[config.mk]
export PLATFORM = sky130hd
export DESIGN_NAME = mlp_result_collector
export DESIGN_NICKNAME = d
export VERILOG_FILES = /design/src/rtl/mlp_pkg.sv /design/src/rtl/result_buf.sv /design/src/rtl/mlp_result_collector.sv
export SDC_FILE = /design/constraint.sdc
export NUM_CORES = 2
export LEC_CHECK = 0
export ABC_AREA = 1
export CORE_UTILIZATION = 52
export CTS_CLUSTER_SIZE = 25
export DETAILED_ROUTE_END_ITERATION = 10
export HOLD_SLACK_MARGIN = 0.05
export PLACE_DENSITY = 0.67
export SLEW_MARGIN = 20
export SYNTH_ARGS = -nofsm -noshare
export SYNTH_HDL_FRONTEND = slang
export SYNTH_SLANG_ARGS = --single-unit
[constraint.sdc]
create_clock -name clk -period 8.6 [get_ports clk]
set_input_delay 0.86 -clock clk [delete_from_list [all_inputs] [get_ports clk]]
set_output_delay 0.86 -clock clk [all_outputs]
set_load 0.05 [all_outputs]
[src/rtl/mlp_pkg.sv]
// rtl/mlp_pkg.sv - shared constants and types for the MLP result collector
package mlp_pkg;
  localparam int DATA_W          = 32;
  localparam int BEATS_PER_ROW   = 8;
  localparam int BEATS_PER_FRAME = 128;
  localparam int ADDR_W          = 7;

  typedef enum logic [1:0] {IDLE, CAPTURE, DRAIN} state_e;

  typedef struct packed {
    logic [15:0] hi;
    logic [15:0] lo;
  } result_beat_t;
endpackage

[src/rtl/result_buf.sv]
// rtl/result_buf.sv - simple dual-port frame buffer, one write port and one registered read port
module result_buf #(
  parameter int WIDTH = 32,
  parameter int DEPTH = 128,
  parameter int AW    = $clog2(DEPTH)
) (
  input  logic             clk,
  input  logic             we,
  input  logic [AW-1:0]    waddr,
  input  logic [WIDTH-1:0] wdata,
  input  logic [AW-1:0]    raddr,
  output logic [WIDTH-1:0] rdata
);
  logic [WIDTH-1:0] mem [DEPTH];

  always_ff @(posedge clk) begin
    if (we) mem[waddr] <= wdata;
    rdata <= mem[raddr];
  end
endmodule

[src/rtl/mlp_result_collector.sv]
// rtl/mlp_result_collector.sv - captures one result frame and replays it on a valid/ready stream with row tags
module mlp_result_collector
  import mlp_pkg::*;
(
  input  logic              clk,
  input  logic              rst_n,
  input  logic              res_valid_i,
  input  logic [DATA_W-1:0] res_payload_i,
  output logic              m_valid_o,
  input  logic              m_ready_i,
  output logic [DATA_W-1:0] m_data_o,
  output logic [3:0]        m_row_o,
  output logic              m_row_last_o,
  output logic              m_frame_last_o,
  output logic              busy_o,
  output logic              frame_done_o,
  output logic              err_overflow_o,
  input  logic              err_clr_i
);
  localparam int              ROW_BITS  = $clog2(BEATS_PER_ROW);
  localparam logic [ADDR_W:0] LAST_BEAT = (ADDR_W+1)'(BEATS_PER_FRAME - 1);
  localparam logic [ADDR_W:0] PTR_ONE   = (ADDR_W+1)'(1);

  state_e          state_q, state_d;
  logic [ADDR_W:0] wr_ptr, rd_ptr, rd_next;
  logic            valid_q, fire, last_fire, wr_en;
  result_beat_t    rd_beat;

  assign fire      = valid_q & m_ready_i;
  assign last_fire = fire && (rd_ptr == LAST_BEAT);
  assign wr_en     = res_valid_i && (state_q != DRAIN);
  // The RAM is always addressed with the beat that will be on the output next
  // cycle, so a stalled beat is simply re-read and the read register acts as
  // the output register with no bubble between accepted beats.
  assign rd_next   = rd_ptr + (fire ? PTR_ONE : '0);

  always_ff @(posedge clk) begin
    if (!rst_n) state_q <= IDLE;
    else        state_q <= state_d;
  end

  always_comb begin
    state_d = state_q;
    case (state_q)
      IDLE:    if (res_valid_i) state_d = CAPTURE;
      CAPTURE: if (res_valid_i && wr_ptr == LAST_BEAT) state_d = DRAIN;
      DRAIN:   if (last_fire) state_d = IDLE;
      default: state_d = IDLE;
    endcase
  end

  always_ff @(posedge clk) begin
    if (!rst_n) begin
      wr_ptr         <= '0;
      rd_ptr         <= '0;
      valid_q        <= 1'b0;
      err_overflow_o <= 1'b0;
    end else begin
      if (last_fire) begin
        wr_ptr <= '0;
        rd_ptr <= '0;
      end else begin
        if (wr_en) wr_ptr <= wr_ptr + PTR_ONE;
        rd_ptr <= rd_next;
      end
      // Only already-written addresses are read, avoiding read-during-write.
      valid_q <= (state_q != IDLE) && (rd_next < wr_ptr);
      if (state_q == DRAIN && res_valid_i) err_overflow_o <= 1'b1;
      else if (err_clr_i)                  err_overflow_o <= 1'b0;
    end
  end

  result_buf #(
    .WIDTH(DATA_W),
    .DEPTH(BEATS_PER_FRAME),
    .AW   (ADDR_W)
  ) u_buf (
    .clk  (clk),
    .we   (wr_en),
    .waddr(wr_ptr[ADDR_W-1:0]),
    .wdata(res_payload_i),
    .raddr(rd_next[ADDR_W-1:0]),
    .rdata(rd_beat)
  );

  assign m_valid_o      = valid_q;
  assign m_data_o       = valid_q ? rd_beat : '0;
  assign m_row_o        = valid_q ? rd_ptr[ADDR_W-1:ROW_BITS] : '0;
  assign m_row_last_o   = valid_q && (rd_ptr[ROW_BITS-1:0] == ROW_BITS'(BEATS_PER_ROW - 1));
  assign m_frame_last_o = valid_q && (rd_ptr == LAST_BEAT);
  assign frame_done_o   = last_fire;
  assign busy_o         = (state_q != IDLE);
endmodule
== After elaboration in Yosys (flattened, before gate mapping) ==
Memory sizes are Yosys's and may differ from the RTL's. A register that Yosys moved wholly into a read port is not among the register bits.
Cells that the tools add are included.

* Add/subtract/negate cells: 2
* Order comparisons: 1
* Equal/unequal tests: 9
* Mux-type cells: 11
* Bitwise gates (word level): 2
* Reduce and logical (&&, ||, !) cells: 12

{| class="wikitable"
|+ Operators by type and width
! kind !! count
|-
| $mux W32 || 1
|-
| $eq A8 B7 Y1 const B || 2
|-
| $add A8 B1 Y8 || 1
|-
| $add A8 B1 Y8 const B || 1
|-
| $lt A8 B8 Y1 || 1
|-
| $ne A2 B2 Y1 const B || 4
|-
| $logic_and A1 B1 Y1 || 7
|-
| $mux W2 || 3
|-
| $pmux W2 S3 || 1
|-
| $mux W1 || 5
|-
| $mux W4 || 1
|-
| $reduce_bool A2 Y1 || 2
|-
| $eq A3 B3 Y1 const B || 1
|-
| $reduce_and A3 Y1 || 1
|-
| $eq A2 B1 Y1 const B || 1
|-
| $eq A2 B2 Y1 const B || 1
|-
| $logic_not A2 Y1 || 1
|-
| $reduce_or A2 Y1 || 1
|-
| $and A1 B1 Y1 || 1
|-
| $not A1 Y1 || 1
|}

* Register bits after elaboration: 20
* Memory bits (writable): 4096
* Input bits: 37
* Output and inout port bits: 42
* Word-level logic and storage cells: 43
* Memories kept: 1

{| class="wikitable"
|+ Memory list
! memory !! depth !! width !! read ports !! clocked after memory_dff !! write ports !! RTL line !! text
|-
| u_buf.mem || 128 || 32 || 1 || 1 || 1 || result_buf.sv:14 || <nowiki>logic [WIDTH-1:0] mem [DEPTH];</nowiki>
|}

== Logic depth before layout (Yosys ltp) ==
* Word-level depth: 5
* Depth in mapped cells: 16
* Depth with buffers taken out: 14

== By module ==
Synthesis repeated with hierarchy kept, for this count alone.

* Cell total of the unflattened synthesis: 13641
* Area total of the unflattened synthesis: 166123.1 um^2

{| class="wikitable"
|+ Modules (own cells, without submodules)
! module !! instances !! cells each !! area an instance (um^2) !! seq. area each (um^2)
|-
| result_buf || 1 || 13389 || 164634.1 || 123638.6
|-
| mlp_result_collector || 1 || 252 || 1488.9 || 400.4
|}

== Least setup slack after synthesis ==
No wires, ideal clock.

* Kind: input -> register
* Start point: input res_valid_i
* End point: memory u_buf.mem[95][0], enable pin
* Library setup time: 0.461 ns
* Arrival time: 3.705 ns
* Path slack: 4.433 ns
* Stages on the path: 6
* Path buffers: 0
* Cells stage by stage: inv_1 > nor2_4 > inv_1 > nor2_1 > nand2_1 > nor3_1

* Cells in the longest elaborated chain, start to end: 3

{| class="wikitable"
|+ RTL lines
! element !! RTL line !! text
|-
| from (decl) || mlp_result_collector.sv:7 || <nowiki>input logic res_valid_i,</nowiki>
|-
| $logic_and A1 B1 Y1 || mlp_result_collector.sv:31 || <nowiki>assign wr_en = res_valid_i && (state_q != DRAIN);</nowiki>
|-
| $mux W1 || result_buf.sv:17 || <nowiki>if (we) mem[waddr] <= wdata;</nowiki>
|-
| $mux W1 (not written as such) || result_buf.sv:17 ||
|-
| to (decl) || result_buf.sv:14 ||
|}

Every way passes these cells.

== Worst setup path in the final report ==
* Start point: register valid_q (netlist: m_valid_o)
* End point: register u_buf.rdata[12] (read register of u_buf.mem)

* Cells in the longest elaborated chain, start to end: 3

{| class="wikitable"
|+ RTL lines
! element !! RTL line !! text
|-
| from (decl) || mlp_result_collector.sv:26 || <nowiki>logic valid_q, fire, last_fire, wr_en;</nowiki>
|-
| from (signal assigned) || mlp_result_collector.sv:67 || <nowiki>valid_q <= (state_q != IDLE) && (rd_next < wr_ptr);</nowiki>
|-
| $and A1 B1 Y1 || mlp_result_collector.sv:29 || <nowiki>assign fire = valid_q & m_ready_i;</nowiki>
|-
| $mux W1 || mlp_result_collector.sv:35 || <nowiki>assign rd_next = rd_ptr + (fire ? PTR_ONE : '0);</nowiki>
|-
| $add A8 B1 Y8 || mlp_result_collector.sv:35 ||
|-
| named net rd_next[1] || mlp_result_collector.sv:25 || <nowiki>logic [ADDR_W:0] wr_ptr, rd_ptr, rd_next;</nowiki>
|-
| to (decl) || result_buf.sv:12 || <nowiki>output logic [WIDTH-1:0] rdata</nowiki>
|}

The timed path passes the listed nets, and every way through them passes these cells.
A chain may end at the register's enable or synchronous reset.

==> results.toml <==
[critical_path]
end_kind = "flip-flop"
arrival_ps = 6380
worstPathRequired_ps = 9470
cp_max_fo = 91
timing_worst_setup_path_type = "flip-flop to flip-flop"
start_kind = "flip-flop"

[grt]
antenna_found_initial = 24
grt_usage_pct = 30.7
grt_pass1_wl_um = 722000
grt_max_degree = 202
overflow = 0
grt_pass1_vias = 105481

[die]
chipWidth_um = 567
rows = 207
start_util_pct = 52.2
ios = 79
coreArea_um2 = 318000
die_area_um2 = 321000
die_h_um = 567

[timing]
maxSlewViolCount = 0
fmax_mhz = 182
fin_ws_ps = 3090
fin_crit_sh_pct = 64.1
rsz0062_at_grt = "false"
final.min_clock_period_ps = 5510
finClkSkew_ps = 62.4
final_hold_viol_count = 0
report.final.setup_viol = 0
maxSlewHeadroom_pct = 19.7
tns_ps = 0
worst_pin_slew_ps = 1200

[power_and_ir_drop]
total_power_uw = 42000
swShare_pct = 21.7
total_leakage_power_uw = 0.0635
pwr-share-clk_pct = 42.8
comb_power_share_pct = 4.1
seq_power_share_pct = 53.1
p_int_uw = 32900
ir_worst_vdd_v = 0.000194
switchingPower_uw = 9120
power_density_nw_per_um2 = 228

[yosys]
netlist_area_um2 = 166000
ys_seq_area_share_pct = 74.8
yosysWarnings = 0
synth_edf_count = 4096
synth_seq_cells = 4148
synth_ff_type = "edfxtp_1"
syn_nets = 13651
synth_cell_types = 28
synth-async-reset-ratio_pct = 0
synth_cells = 13603
syn_area_per_cell_um2 = 12.2

[detailed_routing]
top_layer_used = "met5"
drt_iter0_drc = 19624
drc = 0
postRouteAntennaNets = 0
vias = 112126
firstDrtPassIters = 7
wl_met1_um = 191000
wirelength_um = 505000
wl_met3_um = 63400
dr_wl_met2_um = 227000
viasPerCell = 6.23
wl_per_cell_um = 28.0

[min_path]
min_path_type = "input port to flip-flop"

[clock_tree]
cts-root-buf = "clkbuf_16"
cts_tree = "built"
clockBufferDepth = 4
ctsResizeCount = 0
cts_buffers = 410
clkTransAtPathRegs_ps = 60
cts_hold_buffers = 0
numClockSinks = 4148
postCtsSetupBuffers = 0
clk_latency_ps = 990
h-tree-depth = 5

[cells_and_area]
n_fill_cell = 24408
syn_to_final_growth_pct = 11.2
multi_input_area_um2 = 38100
num-nets-final = 13520
drive_gt1_share_pct = 7.62
seq_area_um2 = 124000

[job]
max_cap_violations = 0

[run_status]
status = "finished, final reports clean"

[place]
io_buffers = 78
gp_congestion = 0.869
place_ws_ps = 3030
hpwl_um = 260000
==> cells in the mapped netlist, types with 2 or more instances <==
master	n	area (um2)
a21oi_1	12	60.1
buf_1	33	124
buf_2	700	3500
buf_4	46	345
buf_6	11	124
clkbuf_1	121	454
dfxtp_1	52	1040
edfxtp_1	4096	123000
ha_1	11	138
inv_1	71	267
inv_2	8	30.0
nand2_1	4215	15800
nand2_2	3	18.8
nand3_1	4045	20200
nor2_1	151	567
nor3_1	11	55.1
nor4_1	2	12.5
o21ai_0	4	20.0
xor2_1	2	17.5
==> registers in the layout, indices dropped and copies added, names as in the netlist <==
signal / count
m_valid_o: 1
wr_ptr: 8
state_q: 2
u_buf.rdata: 32
rd_ptr: 8
u_buf.mem: 4096
err_overflow_o: 1
==> placed cells by master, fill, tap and decap left out, drive strengths merged <==
master,n
o21ai,4
a211oi,1
ha,11
xor2,3
a21oi,12
xnor2,1
and2,1
clkdlybuf4s50,46
diode,12
nor3,11
clkbuf,549
nand2,4218
clkinvlp,11
buf,322
edfxtp,4096
bufinv,39
nand3,4046
nor2,153
nand4,1
nor4,2
clkinv,150
nor3b,1
inv,88
dfxtp,52
==> final cells by class <==
| type | count | share of cell area (%) |
|---|---|---|
| Tap cell | 4180 | 2.83 |
| Timing Repair Buffer | 368 | 1.85 |
| Clock inverter | 209 | 1.25 |
| Inverter | 79 | 0.177 |
| Multi-Input combinational cell | 8465 | 20.7 |
| Sequential cell | 4148 | 67.2 |
| Antenna cell | 12 | 0.0163 |
| Clock buffer | 549 | 6.02 |
==> critical path, cell delays in order, from the launching register on <==
cell,delay [ps]
dfxtp_2,320
buf_4,700
nand2_1,120
inv_1,170
ha_4,160
ha_4,350
inv_8,640
buf_12,440
buf_12,460
nand3_1,140
nand3_1,110
nand3_1,90
nand3_1,300
nand3_1,570
nand3_1,460
nand2_1,100
==> metal layers <==
metal | track usage, % | vias up
met3 | 5.85 | 1097
met5 | 0 | -
met2 | 47.1 | 7698
met4 | 13.6 | 8
met1 | 43.1 | 54996
li1 | - | 48327
==> cells by family after synthesis <==
group                      after synthesis  share of synthesized area (%)
AOI/OAI and AO/OA                       17                         0.0528
xor gates and xnor gates                 4                         0.0302
adders and majority gates               11                         0.0829
buffers and inverters                  990                           2.92
DFF                                   4148                           74.8
and+or+nand+nor                       8433                           22.2
==> per-stage QoR <==
step	hold slack, ps	instances	utilization (%)	instance area, um2
final	386	18010	58.1	185000
after global routing	370	18001	58.1	185000
after CTS	349	17997	58.1	185000
after detailed placement	478	17239	53.8	171000
after global placement	464	17239	53.8	171000
after floorplan	481	13603	-	166000
==> path summary, 6_finish.rpt <==
| check | cells after the start | to | start | slack (ps) |
|---|---|---|---|---|
| worst max-delay path | 15 | u_buf.rdata[12]$_DFF_P_ | m_valid_o$_SDFF_PN0_ | 3090 |
| worst min-delay path | 1 | u_buf.mem[97][7]$_DFFE_PP_ | res_payload_i[7] | 390 |
| worst max register to register | 15 | u_buf.rdata[12]$_DFF_P_ | m_valid_o$_SDFF_PN0_ | 3090 |
| worst min register to register | 2 | err_overflow_o$_SDFFE_PN0P_ | err_overflow_o$_SDFFE_PN0P_ | 490 |
==> power groups by stage <==
| stage | clock, uW | combinational [uW] | sequential (uW) |
|---|---|---|---|
| after global routing | 18800 | 1870 | 22300 |
| after detailed placement | 0 | 1690 | 22700 |
| final | 18000 | 1740 | 22300 |
| after floorplan | 0 | 921 | 22700 |
| after global placement | 0 | 1650 | 22700 |
| after CTS | 18000 | 1700 | 22300 |
(Power assumes the default switching activity.)
